`src/rtl/uart_cmd_sequencer.sv`:
```
// UART command sequencer: pops RX bytes, optionally echoes them to TX, and decodes
// single-byte commands plus H/M/S two-digit time-set transactions.
module uart_cmd_sequencer #(
  parameter bit          ECHO_EN        = 1'b1,
  parameter int unsigned TIMEOUT_CYCLES = 100_000_000
) (
  input  logic       clk,
  input  logic       rst,
  input  logic       rx_empty,
  input  logic [7:0] rx_data,
  output logic       rx_pop,
  input  logic       tx_full,
  output logic       tx_push,
  output logic [7:0] tx_data,
  output logic       cmd_run,
  output logic       cmd_clear,
  output logic       cmd_mode,
  output logic       cmd_sel,
  output logic       cmd_dump,
  output logic       led_en,
  output logic [1:0] app_sel,
  output logic       set_valid,
  output logic [1:0] set_field,
  output logic [6:0] set_value,
  output logic       err
);
  localparam int TW = (TIMEOUT_CYCLES > 2) ? $clog2(TIMEOUT_CYCLES) : 1;
  localparam logic [TW-1:0] T_LAST = TW'(TIMEOUT_CYCLES - 1);

  localparam logic [1:0] S_IDLE = 2'd0;
  localparam logic [1:0] S_ECHO = 2'd1;
  localparam logic [1:0] S_EXEC = 2'd2;

  localparam logic [1:0] P_CMD  = 2'd0;
  localparam logic [1:0] P_DIG1 = 2'd1;
  localparam logic [1:0] P_DIG2 = 2'd2;

  localparam logic [7:0] CH_RUN   = 8'h72;
  localparam logic [7:0] CH_CLEAR = 8'h63;
  localparam logic [7:0] CH_MODE  = 8'h6D;
  localparam logic [7:0] CH_SEL   = 8'h73;
  localparam logic [7:0] CH_DUMP  = 8'h40;
  localparam logic [7:0] CH_LED   = 8'h4C;
  localparam logic [7:0] CH_ONE   = 8'h31;
  localparam logic [7:0] CH_TWO   = 8'h32;
  localparam logic [7:0] CH_THREE = 8'h33;
  localparam logic [7:0] CH_HOUR  = 8'h48;
  localparam logic [7:0] CH_MIN   = 8'h4D;
  localparam logic [7:0] CH_SEC   = 8'h53;
  localparam logic [7:0] CH_CR    = 8'h0D;
  localparam logic [7:0] CH_LF    = 8'h0A;

  logic [1:0]    state_q, state_d;
  logic [1:0]    phase_q, phase_d;
  logic [7:0]    byte_q, byte_d;
  logic [3:0]    tens_q, tens_d;
  logic [1:0]    field_q, field_d;
  logic [TW-1:0] timer_q, timer_d;
  logic          run_q, run_d, clear_q, clear_d, mode_q, mode_d;
  logic          sel_q, sel_d, dump_q, dump_d;
  logic          set_valid_q, set_valid_d, err_q, err_d, led_q, led_d;
  logic [1:0]    app_sel_q, app_sel_d, set_field_q, set_field_d;
  logic [6:0]    set_value_q, set_value_d;

  logic       is_digit;
  logic [6:0] value;
  logic       in_range;

  // ASCII digits have their numeric value in the low nibble.
  assign is_digit = (byte_q >= 8'h30) && (byte_q <= 8'h39);
  assign value    = ({3'b000, tens_q} * 7'd10) + {3'b000, byte_q[3:0]};
  assign in_range = (field_q == 2'd2) ? (value < 7'd24) : (value < 7'd60);

  always_comb begin
    state_d     = state_q;
    phase_d     = phase_q;
    byte_d      = byte_q;
    tens_d      = tens_q;
    field_d     = field_q;
    timer_d     = timer_q;
    led_d       = led_q;
    app_sel_d   = app_sel_q;
    set_field_d = set_field_q;
    set_value_d = set_value_q;
    run_d       = 1'b0;
    clear_d     = 1'b0;
    mode_d      = 1'b0;
    sel_d       = 1'b0;
    dump_d      = 1'b0;
    set_valid_d = 1'b0;
    err_d       = 1'b0;
    rx_pop      = 1'b0;
    tx_push     = 1'b0;

    if (phase_q == P_CMD) timer_d = '0;

    case (state_q)
      S_IDLE: begin
        if (!rx_empty) begin
          rx_pop  = 1'b1;
          byte_d  = rx_data;
          timer_d = '0;
          state_d = ECHO_EN ? S_ECHO : S_EXEC;
        end else if (phase_q != P_CMD) begin
          // Inter-byte timeout only matters while a set transaction is open.
          if (timer_q == T_LAST) begin
            err_d   = 1'b1;
            phase_d = P_CMD;
            timer_d = '0;
          end else begin
            timer_d = timer_q + TW'(1);
          end
        end
      end
      S_ECHO: begin
        if (!tx_full) begin
          tx_push = 1'b1;
          state_d = S_EXEC;
        end
      end
      S_EXEC: begin
        state_d = S_IDLE;
        case (phase_q)
          P_CMD: begin
            case (byte_q)
              CH_RUN:   run_d   = 1'b1;
              CH_CLEAR: clear_d = 1'b1;
              CH_MODE:  mode_d  = 1'b1;
              CH_SEL:   sel_d   = 1'b1;
              CH_DUMP:  dump_d  = 1'b1;
              CH_LED:   led_d   = !led_q;
              CH_ONE, CH_TWO, CH_THREE: app_sel_d = byte_q[1:0];
              CH_HOUR: begin field_d = 2'd2; phase_d = P_DIG1; end
              CH_MIN:  begin field_d = 2'd1; phase_d = P_DIG1; end
              CH_SEC:  begin field_d = 2'd0; phase_d = P_DIG1; end
              CH_CR, CH_LF: begin end
              default: err_d = 1'b1;
            endcase
          end
          P_DIG1: begin
            if (is_digit) begin
              tens_d  = byte_q[3:0];
              phase_d = P_DIG2;
            end else begin
              err_d   = 1'b1;
              phase_d = P_CMD;
            end
          end
          P_DIG2: begin
            phase_d = P_CMD;
            if (is_digit && in_range) begin
              set_valid_d = 1'b1;
              set_field_d = field_q;
              set_value_d = value;
            end else begin
              err_d = 1'b1;
            end
          end
          default: phase_d = P_CMD;
        endcase
      end
      default: state_d = S_IDLE;
    endcase
  end

  always_ff @(posedge clk or negedge rst) begin
    if (!rst) begin
      state_q     <= S_IDLE;
      phase_q     <= P_CMD;
      byte_q      <= 8'h00;
      tens_q      <= 4'd0;
      field_q     <= 2'd0;
      timer_q     <= '0;
      run_q       <= 1'b0;
      clear_q     <= 1'b0;
      mode_q      <= 1'b0;
      sel_q       <= 1'b0;
      dump_q      <= 1'b0;
      set_valid_q <= 1'b0;
      err_q       <= 1'b0;
      led_q       <= 1'b0;
      app_sel_q   <= 2'd1;
      set_field_q <= 2'd0;
      set_value_q <= 7'd0;
    end else begin
      state_q     <= state_d;
      phase_q     <= phase_d;
      byte_q      <= byte_d;
      tens_q      <= tens_d;
      field_q     <= field_d;
      timer_q     <= timer_d;
      run_q       <= run_d;
      clear_q     <= clear_d;
      mode_q      <= mode_d;
      sel_q       <= sel_d;
      dump_q      <= dump_d;
      set_valid_q <= set_valid_d;
      err_q       <= err_d;
      led_q       <= led_d;
      app_sel_q   <= app_sel_d;
      set_field_q <= set_field_d;
      set_value_q <= set_value_d;
    end
  end

  assign tx_data   = byte_q;
  assign cmd_run   = run_q;
  assign cmd_clear = clear_q;
  assign cmd_mode  = mode_q;
  assign cmd_sel   = sel_q;
  assign cmd_dump  = dump_q;
  assign led_en    = led_q;
  assign app_sel   = app_sel_q;
  assign set_valid = set_valid_q;
  assign set_field = set_field_q;
  assign set_value = set_value_q;
  assign err       = err_q;

endmodule

```
`config.mk`:
```
export PLATFORM = sky130hd
export DESIGN_NAME = uart_cmd_sequencer
export DESIGN_NICKNAME = d
export VERILOG_FILES = /design/src/rtl/uart_cmd_sequencer.sv
export SDC_FILE = /design/constraint.sdc
export NUM_CORES = 1
export LEC_CHECK = 0
export BUFFER_PORTS_ARGS = -buffer_cell sky130_fd_sc_hd__buf_2
export CORE_ASPECT_RATIO = 1.4
export CORE_MARGIN = 2
export CORE_UTILIZATION = 57
export CTS_CLUSTER_DIAMETER = 50
export DETAILED_ROUTE_END_ITERATION = 10
export GPL_TIMING_DRIVEN = 0
export PLACE_DENSITY = 0.78
export SLEW_MARGIN = 15
export SYNTH_ARGS = -nofsm -noshare
export SYNTH_HDL_FRONTEND = slang
export SYNTH_SLANG_ARGS = --single-unit
```
`constraint.sdc`:
```
create_clock -name clk -period 3 [get_ports clk]
set_input_delay 0.9 -clock clk [delete_from_list [all_inputs] [get_ports clk]]
set_output_delay 0.9 -clock clk [all_outputs]
set_load 0.05 [all_outputs]
```
Word-level counts from Yosys, hierarchy flattened

Index checks and enable logic that the tools add are counted.

Register bits after elaboration: 64
Bits of input ports: 12
Logic and storage cells: 117

Add/sub/neg operators: 2
$mul: 1
Order comparisons: 4
Equal/unequal tests: 26
Muxes and demuxes: 47
Bitwise operators: 1
Reductions and logical operators: 19

Operators with widths:

| cell                    | number |
|---|---|
| $mux W27                | 5 |
| $eq A8 B7 Y1 const B    | 9 |
| $mux W1                 | 29 |
| $add A27 B1 Y27 const B | 1 |
| $eq A27 B27 Y1 const B  | 1 |
| $eq A8 B6 Y1 const B    | 3 |
| $eq A8 B4 Y1 const B    | 2 |
| $reduce_and A3 Y1       | 5 |
| $mux W2                 | 7 |
| $reduce_or A14 Y1       | 1 |
| $pmux W2 S2             | 3 |
| $ne A2 B2 Y1 const B    | 5 |
| $ge A8 B6 Y1 const B    | 1 |
| $le A8 B6 Y1 const B    | 1 |
| $add A7 B4 Y7           | 1 |
| $lt A7 B5 Y1 const B    | 1 |
| $lt A7 B6 Y1 const B    | 1 |
| $eq A2 B2 Y1 const B    | 3 |
| $mul A4 B3 Y6 const B   | 1 |
| $pmux W2 S3             | 1 |
| $reduce_or A3 Y1        | 2 |
| $reduce_and A5 Y1       | 1 |
| $eq A2 B1 Y1 const B    | 2 |
| $logic_not A2 Y1        | 2 |
| 9 further kinds         | 12 |

Longest topological paths before layout

Gate-level depths: netlist of run 1.

Depth in word-level cells: 8
Mapped depth: 9

Worst setup path after synthesis of run 1

OpenSTA, ideal clock, no wires.

Path kind: input -> output
From: input port tx_full
To: output port tx_push
Arrival: 2.044 ns
Required time: 2.100 ns
Path slack: 0.056 ns
Cell stages on the path: 1
Path buffers: 0
Cells stage by stage: nor3b_1

Longest elaborated chain between the ends: 2

RTL lines:

| what               | line | source |
|---|---|---|
| start: declaration | 12   | `input logic tx_full,` |
| $mux W1            | 116  | `if (!tx_full) begin` |
| $mux W1            | 97   | `case (state_q)` |
| end: declaration   | 13   | `output logic tx_push,` |

No other way between the ends.

Worst setup path after layout of run 1

From: register tens_q[1]
To: register set_value_q[4], in the netlist set_value[4]

Longest elaborated chain between the ends: 6

RTL lines:

| what                                         | line | source |
|---|---|---|
| start: declaration                           | 56   | `logic [3:0] tens_q, tens_d;` |
| start signal: assignment                     | 189  | `tens_q <= tens_d;` |
| $mul A4 B3 Y6 (*)                            | 71   | `assign value = ({3'b000, tens_q} * 7'd10) + {3'b000, byte_q[3:0]};` |
| $add A7 B4 Y7 (*)                            | 71   |  |
| $lt A7 B6 Y1 or $lt A7 B5 Y1 (tied branches) | 72   | `assign in_range = (field_q == 2'd2) ? (value < 7'd24) : (value < 7'd60);` |
| $mux W1                                      | 72   |  |
| $logic_and A1 B1 Y1                          | 151  | `if (is_digit && in_range) begin` |
| $reduce_and A3 Y1 (no line)                  | --   |  |
| end signal: assignment                       | 202  | `set_value_q <= set_value_d;` |
| end: declaration                             | 63   | `logic [6:0] set_value_q, set_value_d;` |

Mark *: on every way between the ends. The rest lies on a longest branch, timed or not.
A chain may end at the register's enable or synchronous reset.

==> key figures, run 1 <==
Final layout
  • Most frequent cells in the layout: dfrtp_1 (62), buf_2 (47), nand2_1 (35), nor2_1 (25), a21oi_1 (23)
  • Post-Layout Inst Area: 0.00418 mm2
  • Area grow syn2layout: 17.2%
  • Most common cell after layout, fill and taps aside: dfrtp_1
  • Share of cells above drive strength 1: 24.7%
  • Nets: 445
  • Antenna cells: 0

Route
  • Via count: 3,030
  • TritonRoute pass-1 iters: 4
  • Drt wl/cell: 16.3 um
  • # DRC: 0
  • Total length of routed wires: 8.18 mm
  • Met2 wire len: 4.46 mm
  • Vias/cell: 6.05
  • ANT nets after route: 0
  • Uppermost routed layer: met4
  • Drt initial violations: 274
  • Metal3 WL: approximately 320 um
  • Metal1 wirelength: 3.30 mm

Synthesis
  • Synth cell types: 59
  • Seq/Total Area, Yosys: 44.9%
  • Post-synth ARST share: 100%
  • Top_reg_cell synth: dfrtp_1
  • Post-synthesis register bit count: 64
  • Synthesized instance count: about 370
  • Synth Warn #: 0
  • Avg Inst Size Synth: about 9.7 um2
  • Post-synth EDFFs: 0
  • Synth Cell Area: around 0.0036 mm2
  • Mapped Nets: between 300 and 400

Setup path
  • Critical path arrival: 3.07 ns
  • CP max stage delay: roughly 0.57 ns
  • Largest delay share family, worst path: adder cells
  • Worst Setup Start Kind: flip-flop
  • Slowest-stage cell, CP: fa_1
  • Worst setup EP type: flip-flop
  • Crit-path most repeated cell: ha_1
  • Crit path cell chain: ha_1 -> ha_1 -> fa_1 -> inv_1 -> o41ai_2 -> o311ai_2 -> nand3_2 -> buf_4 -> mux2_2
  • WP data required: between 3 and 4 ns
  • CP Max Fanout: 7
  • Total buffers and inverters traversed by the critical path: 2
  • Kind of critical path: reg -> reg

Timing
  • Worst-margin pin slew: 0.682 ns
  • Setup TNS: 0 ns
  • Slew HR: 54.5%
  • Hold slack: 0.430 ns
  • Final hold violations: 0
  • F_max: 351 MHz
  • Min cycle time layout: 2.85 ns
  • RSZ-0062 raised after global routing: false
  • Clock Skew: 0.0115 ns
  • Final period util: around 95%
  • Max Slew Vio Count: 0
  • Final setup fails: 0

Clock tree
  • Number of CTS-inserted buffers: 9
  • Skew-Pair Late Insertion Delay: about 0.35 ns
  • Clk sinks: 64
  • Root buffer cell: clkbuf_8
  • CTS max path bufs: 2
  • CTS tree: done
  • Clock slew at reported path FFs: 0.07 ns
  • # H-tree levels: 3

Power and ir drop
  • Cell leakage power: 0.00192 uW
  • Power Density: 678 mW/mm2
  • NetSw: approximately 1000 uW
  • Int Power: roughly 1800 uW
  • Logic pwr share: 30.4%
  • Sequential Power Share: roughly 36%
  • Sw Share: around 36%
  • Worst vdd ir: 0.563 mV
  • Clk pwr share: 33.2%

Hold path
  • Worst min-delay path category: in -> async

Global routing
  • Grt ovf: 0
  • Overall track demand over capacity in global routing: 25.7%
  • Largest net degree at the start of global routing: 44
  • First-pass GRT wire length: 14.2 mm
  • Initial antenna violation count: 0
  • Vias in the first global route: 3,064

Floorplanning
  • Rows: 34
  • I/O Pins: 41
  • Die W: slightly above 70 um
  • Die Height: between 90 and 100 um
  • Die area: 0.00692 mm2
  • Core area: 0.00613 mm2
  • Initial Utilization: 58.2%

Run status
  • Status: completed

Placed design
  • Final GP Congestion: 0.888
  • Placed Area: 0.00388 mm2
  • HPWL Detailed: ~5.7 mm
  • PortBufs: 40

Job
  • MaxCap Viol Count: 0
## worst reg2reg max path: stages, from the launching register on
cell and delay (ns):
dfrtp_1 0.43, ha_1 0.32, ha_1 0.21, fa_1 0.57, inv_1 0.09, o41ai_2 0.35, o311ai_2 0.17, nand3_2 0.12
buf_4 0.16, mux2_2 0.33
## metal layers
layer,global-route usage (%),up-vias
met4,11.6,0
met3,5.39,10
met2,44.5,79
li1,-,1468
met1,30.1,1473
met5,0,-
## layout make-up
cell class / count / area [um2]
clock buffer: 11 / 151
sequential: 64 / 1600
inverter: 15 / 56.3
fill: 512 / 1950
clock inverter: 5 / 103
timing repair buffer: 44 / 245
buffer: 22 / 123
multi-input combinational: 268 / 1810
tap: 72 / 90.1
## registers in the layout, summed over array words and instances (netlist names), 2 cells and up
signal,cells
app_sel,2
field_q,2
phase_q,2
set_field,2
set_value,7
state_q,2
tens_q,4
timer_q,27
tx_data,8
## power by group through the flow
stage | Sequential [uW] | Clock, uW | Combinational (uW)
after floorplan | 1200 | 0 | 470
after CTS | 1030 | 954 | 853
after global routing | 1040 | 992 | 934
after global placement | 1040 | 0 | 825
after detailed placement | 1040 | 0 | 848
final | 1030 | 941 | 861
## path summary, 6_finish.rpt
path	startpoint	end	slack (ns)	depth (start not counted)
min in group clk	app_sel[0]	app_sel[0]	0.46	2
worst min-delay path	rst	timer_q[9]	0.43	1
worst min register to register	app_sel[0]	app_sel[0]	0.46	2
worst max register to register	tens_q[1]	set_value[4]	0.15	9
max in group asynchronous	rst	tx_data[2]	2.04	2
worst max-delay path	tens_q[1]	set_value[4]	0.15	9
## synth_stat cells, types with 5 or more instances
| library cell | number | area, um2 |
|---|---|---|
| nand4_1 | 12 | 75.1 |
| a41oi_1 | 5 | 43.8 |
| and3_1 | 5 | 31.3 |
| nand3_1 | 14 | 70.1 |
| mux2_2 | 14 | 158 |
| nor4_1 | 7 | 43.8 |
| nor2_1 | 25 | 93.8 |
| o21ai_0 | 20 | 100 |
| buf_2 | 8 | 40.0 |
| dfrtp_1 | 63 | 1580 |
| or3_1 | 7 | 43.8 |
| a31oi_1 | 16 | 100 |
| ha_1 | 7 | 87.6 |
| a21oi_1 | 23 | 115 |
| nor2b_1 | 5 | 31.3 |
| clkbuf_1 | 9 | 33.8 |
| inv_1 | 15 | 56.3 |
| nand2_1 | 35 | 131 |
## what timing repair did
| action | 4_1_cts | 5_1_grt |
|---|---|---|
| endpoints found under the hold margin | 0 | 0 |
| hold buffers | 0 | 0 |
| resized for setup | 0 | 4 |
| pin swaps | 1 | 0 |
| buffers inserted | 3 | 0 |
| setup endpoints to repair | 7 | 9 |
## cells by family (layout without fill, tap and decap cells)
group	Yosys count	in the layout	synth area share, %
buffers and inverters	37	97	5.02
adder cells (fa/ha/maj)	9	9	3.58
multiplexers	18	18	5.96
flip-flops	64	64	44.9
AND/OR/NAND/NOR	149	149	24.0
XOR/XNOR	8	8	1.96
AO/OA/AOI/OAI	84	84	14.5
## through the flow
stage	worst slack, ns	utilization, %	power [uW]	instances
CTS	0.0287	67.9	2840	501
finish	0.153	68.2	2830	501
global route	0.00748	68.2	2970	501
detailed placement	-0.00679	63.3	1890	482
floorplan	0.0558	-	1670	369
global placement	0.0115	63.0	1870	481
Power figures use the tool's default switching activity.
==> run 2, diff against run 1 <==
--- a/config.mk
+++ b/config.mk
@@ -8,11 +8,11 @@
 export BUFFER_PORTS_ARGS = -buffer_cell sky130_fd_sc_hd__buf_2
 export CORE_ASPECT_RATIO = 1.4
 export CORE_MARGIN = 2
-export CORE_UTILIZATION = 57
+export CORE_UTILIZATION = 55
 export CTS_CLUSTER_DIAMETER = 50
 export DETAILED_ROUTE_END_ITERATION = 10
 export GPL_TIMING_DRIVEN = 0
-export PLACE_DENSITY = 0.78
+export PLACE_DENSITY = 0.76
 export SLEW_MARGIN = 15
 export SYNTH_ARGS = -nofsm -noshare
 export SYNTH_HDL_FRONTEND = slang
==> run 2 against run 1 <==
Effect of this change:
- fmax grew 0.33%
- clock power shrank 14%
- utilization shrank 2.2 points
- combinational power shrank 0.7%
- global-route usage shrank 1.2 points
- register-to-register slack is essentially flat
- critical endpoint is now set_field[0]
==> key figures, run 2 (synthesis gave the netlist of run 1 again) <==
Floorplanning
  • Rows: 34
  • Initial Utilization: 57.0%
  • I/O Pins: 41
  • Die W: 72.1 um
  • Die Height: 99.3 um
  • Die area: 0.00716 mm2
  • Core area: 0.00625 mm2

Clock tree
  • Clock slew at reported path FFs: 0.07 ns
  • # hold bufs at CTS: 0
  • CTS tree: done
  • Setup bufs post-CTS: 0
  • CTS max path bufs: 2
  • Number of CTS-inserted buffers: 9
  • Clk sinks: between 60 and 70
  • Root buffer cell: clkbuf_8
  • Skew-Pair Late Insertion Delay: approximately 0.35 ns
  • # H-tree levels: 3

Run status
  • Status: completed

Setup path
  • Worst Setup Start Kind: flip-flop
  • Worst setup EP type: flip-flop
  • Slowest-stage cell, CP: fa_1
  • Crit. Startpoint: tens_q[1]
  • Critical path arrival: 3.06 ns
  • Crit-path most repeated cell: ha_1
  • WP data required: between 3 and 4 ns
  • R2r endpoint: set_field[0]
  • CP Max Fanout: 10
  • R2r startpoint: tens_q[1]
  • Crit path cell chain: ha_1 -> ha_1 -> fa_1 -> nor2_1 -> o211ai_1 -> o41ai_2 -> o311ai_2 -> nand3_4 -> mux2_2
  • Reg-to-reg slack, setup: about 0.16 ns
  • Kind of critical path: reg -> reg
  • Reg2reg path depth: 9
  • CP max stage delay: 0.55 ns

Route
  • Via count: 3,036
  • Total length of routed wires: slightly above 8 mm
  • Drt wl/cell: 16.2 um
  • Vias/cell: 6.10
  • Met2 wire len: between 4 and 5 mm
  • ANT nets after route: 0
  • Metal1 wirelength: 3.29 mm
  • Drt initial violations: 237
  • # DRC: 0
  • TritonRoute pass-1 iters: 4
  • Metal3 WL: approximately 280 um
  • Uppermost routed layer: met4

Timing
  • Worst-margin pin slew: around 0.66 ns
  • Slew HR: 56.0%
  • F_max: ~350 MHz
  • RSZ-0062 raised after global routing: true
  • Worst setup margin: between 0.15 and 0.2 ns
  • Clock Skew: between 0.009 and 0.01 ns
  • Final period util: 94.6%
  • Final hold violations: 0
  • Final setup fails: 0
  • Max Slew Vio Count: 0
  • Min cycle time layout: around 2.8 ns

Final layout
  • Most common cell after layout, fill and taps aside: dfrtp_1
  • Share of cells above drive strength 1: a little under a quarter
  • Nets: 442
  • Antenna cells: 0
  • Area grow syn2layout: 15.7%
  • Max reg flops: 27
  • Most frequent cells in the layout: dfrtp_1 (63), buf_2 (47), nand2_1 (35), nor2_1 (25), a21oi_1 (23)
  • Top reg by flops: timer_q

Placed design
  • Final GP Congestion: 0.886
  • PortBufs: 40
  • Pre-CTS setup slack: -0.0994 ns
  • HPWL Detailed: roughly 5.8 mm

Power and ir drop
  • Power Density: 652 mW/mm2
  • Int Power: 1680 uW
  • Sw Share: 37.7%
  • Sequential Power Share: 38.3%
  • Clk pwr share: 29.9%
  • Pwr Total: between 2000 and 3000 uW
  • Worst vdd ir: 0.616 mV
  • Logic pwr share: 31.8%
  • Cell leakage power: 0.00190 uW
  • NetSw: 1010 uW

Global routing
  • Overall track demand over capacity in global routing: 24.5%
  • Vias in the first global route: 2,981
  • Largest net degree at the start of global routing: 44
  • Grt ovf: 0
  • Initial antenna violation count: 0
  • First-pass GRT wire length: 13.7 mm

Hold path
  • Worst min-delay path category: in -> async

Job
  • MaxCap Viol Count: 0
==> run 2: power by group through the flow <==
| stage | Sequential (uW) | Combinational (uW) | Clock (uW) |
|---|---|---|---|
| 2_1_floorplan | 1200 | 470 | 0 |
| 3_3_place_gp | 1040 | 827 | 0 |
| 3_5_place_dp | 1040 | 844 | 0 |
| 4_1_cts | 1030 | 851 | 822 |
| 5_1_grt | 1040 | 934 | 855 |
| 6_report | 1030 | 855 | 805 |
==> run 2: how the worst max path moves through the flow <==
stage / endpoint / depth (start not counted) / slack, ns
after detailed placement: set_field[0] / 9 / -0.1
final: set_field[0] / 9 / 0.16
after global routing: set_field[0] / 9 / -0.008
after floorplan: tx_push / 1 / 0.06
after global placement: set_value[3] / 9 / -0.01
after CTS: set_field[0] / 8 / 0.03
==> run 2: through the flow <==
stage	instances	area (um2)	util (%)	hold slack (ns)	setup TNS [ns]
after floorplan	369	3570	-	0.428	0
after global placement	481	3860	61.7	0.443	-0.0689
after detailed placement	482	3880	62.0	0.453	-0.643
after CTS	498	4110	65.6	0.430	0
after global routing	498	4130	66.0	0.441	-0.00847
final	498	4130	66.0	0.441	0
==> run 2: repair_timing <==
action / CTS / global route
hold endpoints to repair: 0 / 0
gates resized for setup: 1 / 3
cloned: 0 / 0
endpoints found under the setup margin: 8 / 9
pin swaps: 1 / 1
==> run 2: cell type report <==
type	count	area, um2
Clock inverter	2	35.0
Buffer	22	123
Tap cell	72	90.1
Sequential cell	64	1600
Timing Repair Buffer	41	223
Multi-Input combinational cell	268	1810
Clock buffer	14	183
Fill cell	510	2130
Inverter	15	56.3
==> run 2: worst max-delay path: cells and delay by family, from the launching register on <==
kind            cells  cell delay [ns]
simple gates        2             0.29
flops               1             0.42
fa+ha+maj           3             1.07
compound gates      3             0.60
mux                 1             0.32
==> run 2: layer usage <==
| metal | GRT usage (%) | vias to the layer above |
|---|---|---|
| li1 | - | 1458 |
| met1 | 28.7 | 1490 |
| met2 | 41.4 | 69 |
| met3 | 6.18 | 19 |
| met4 | 11.8 | 0 |
| met5 | 0 | - |
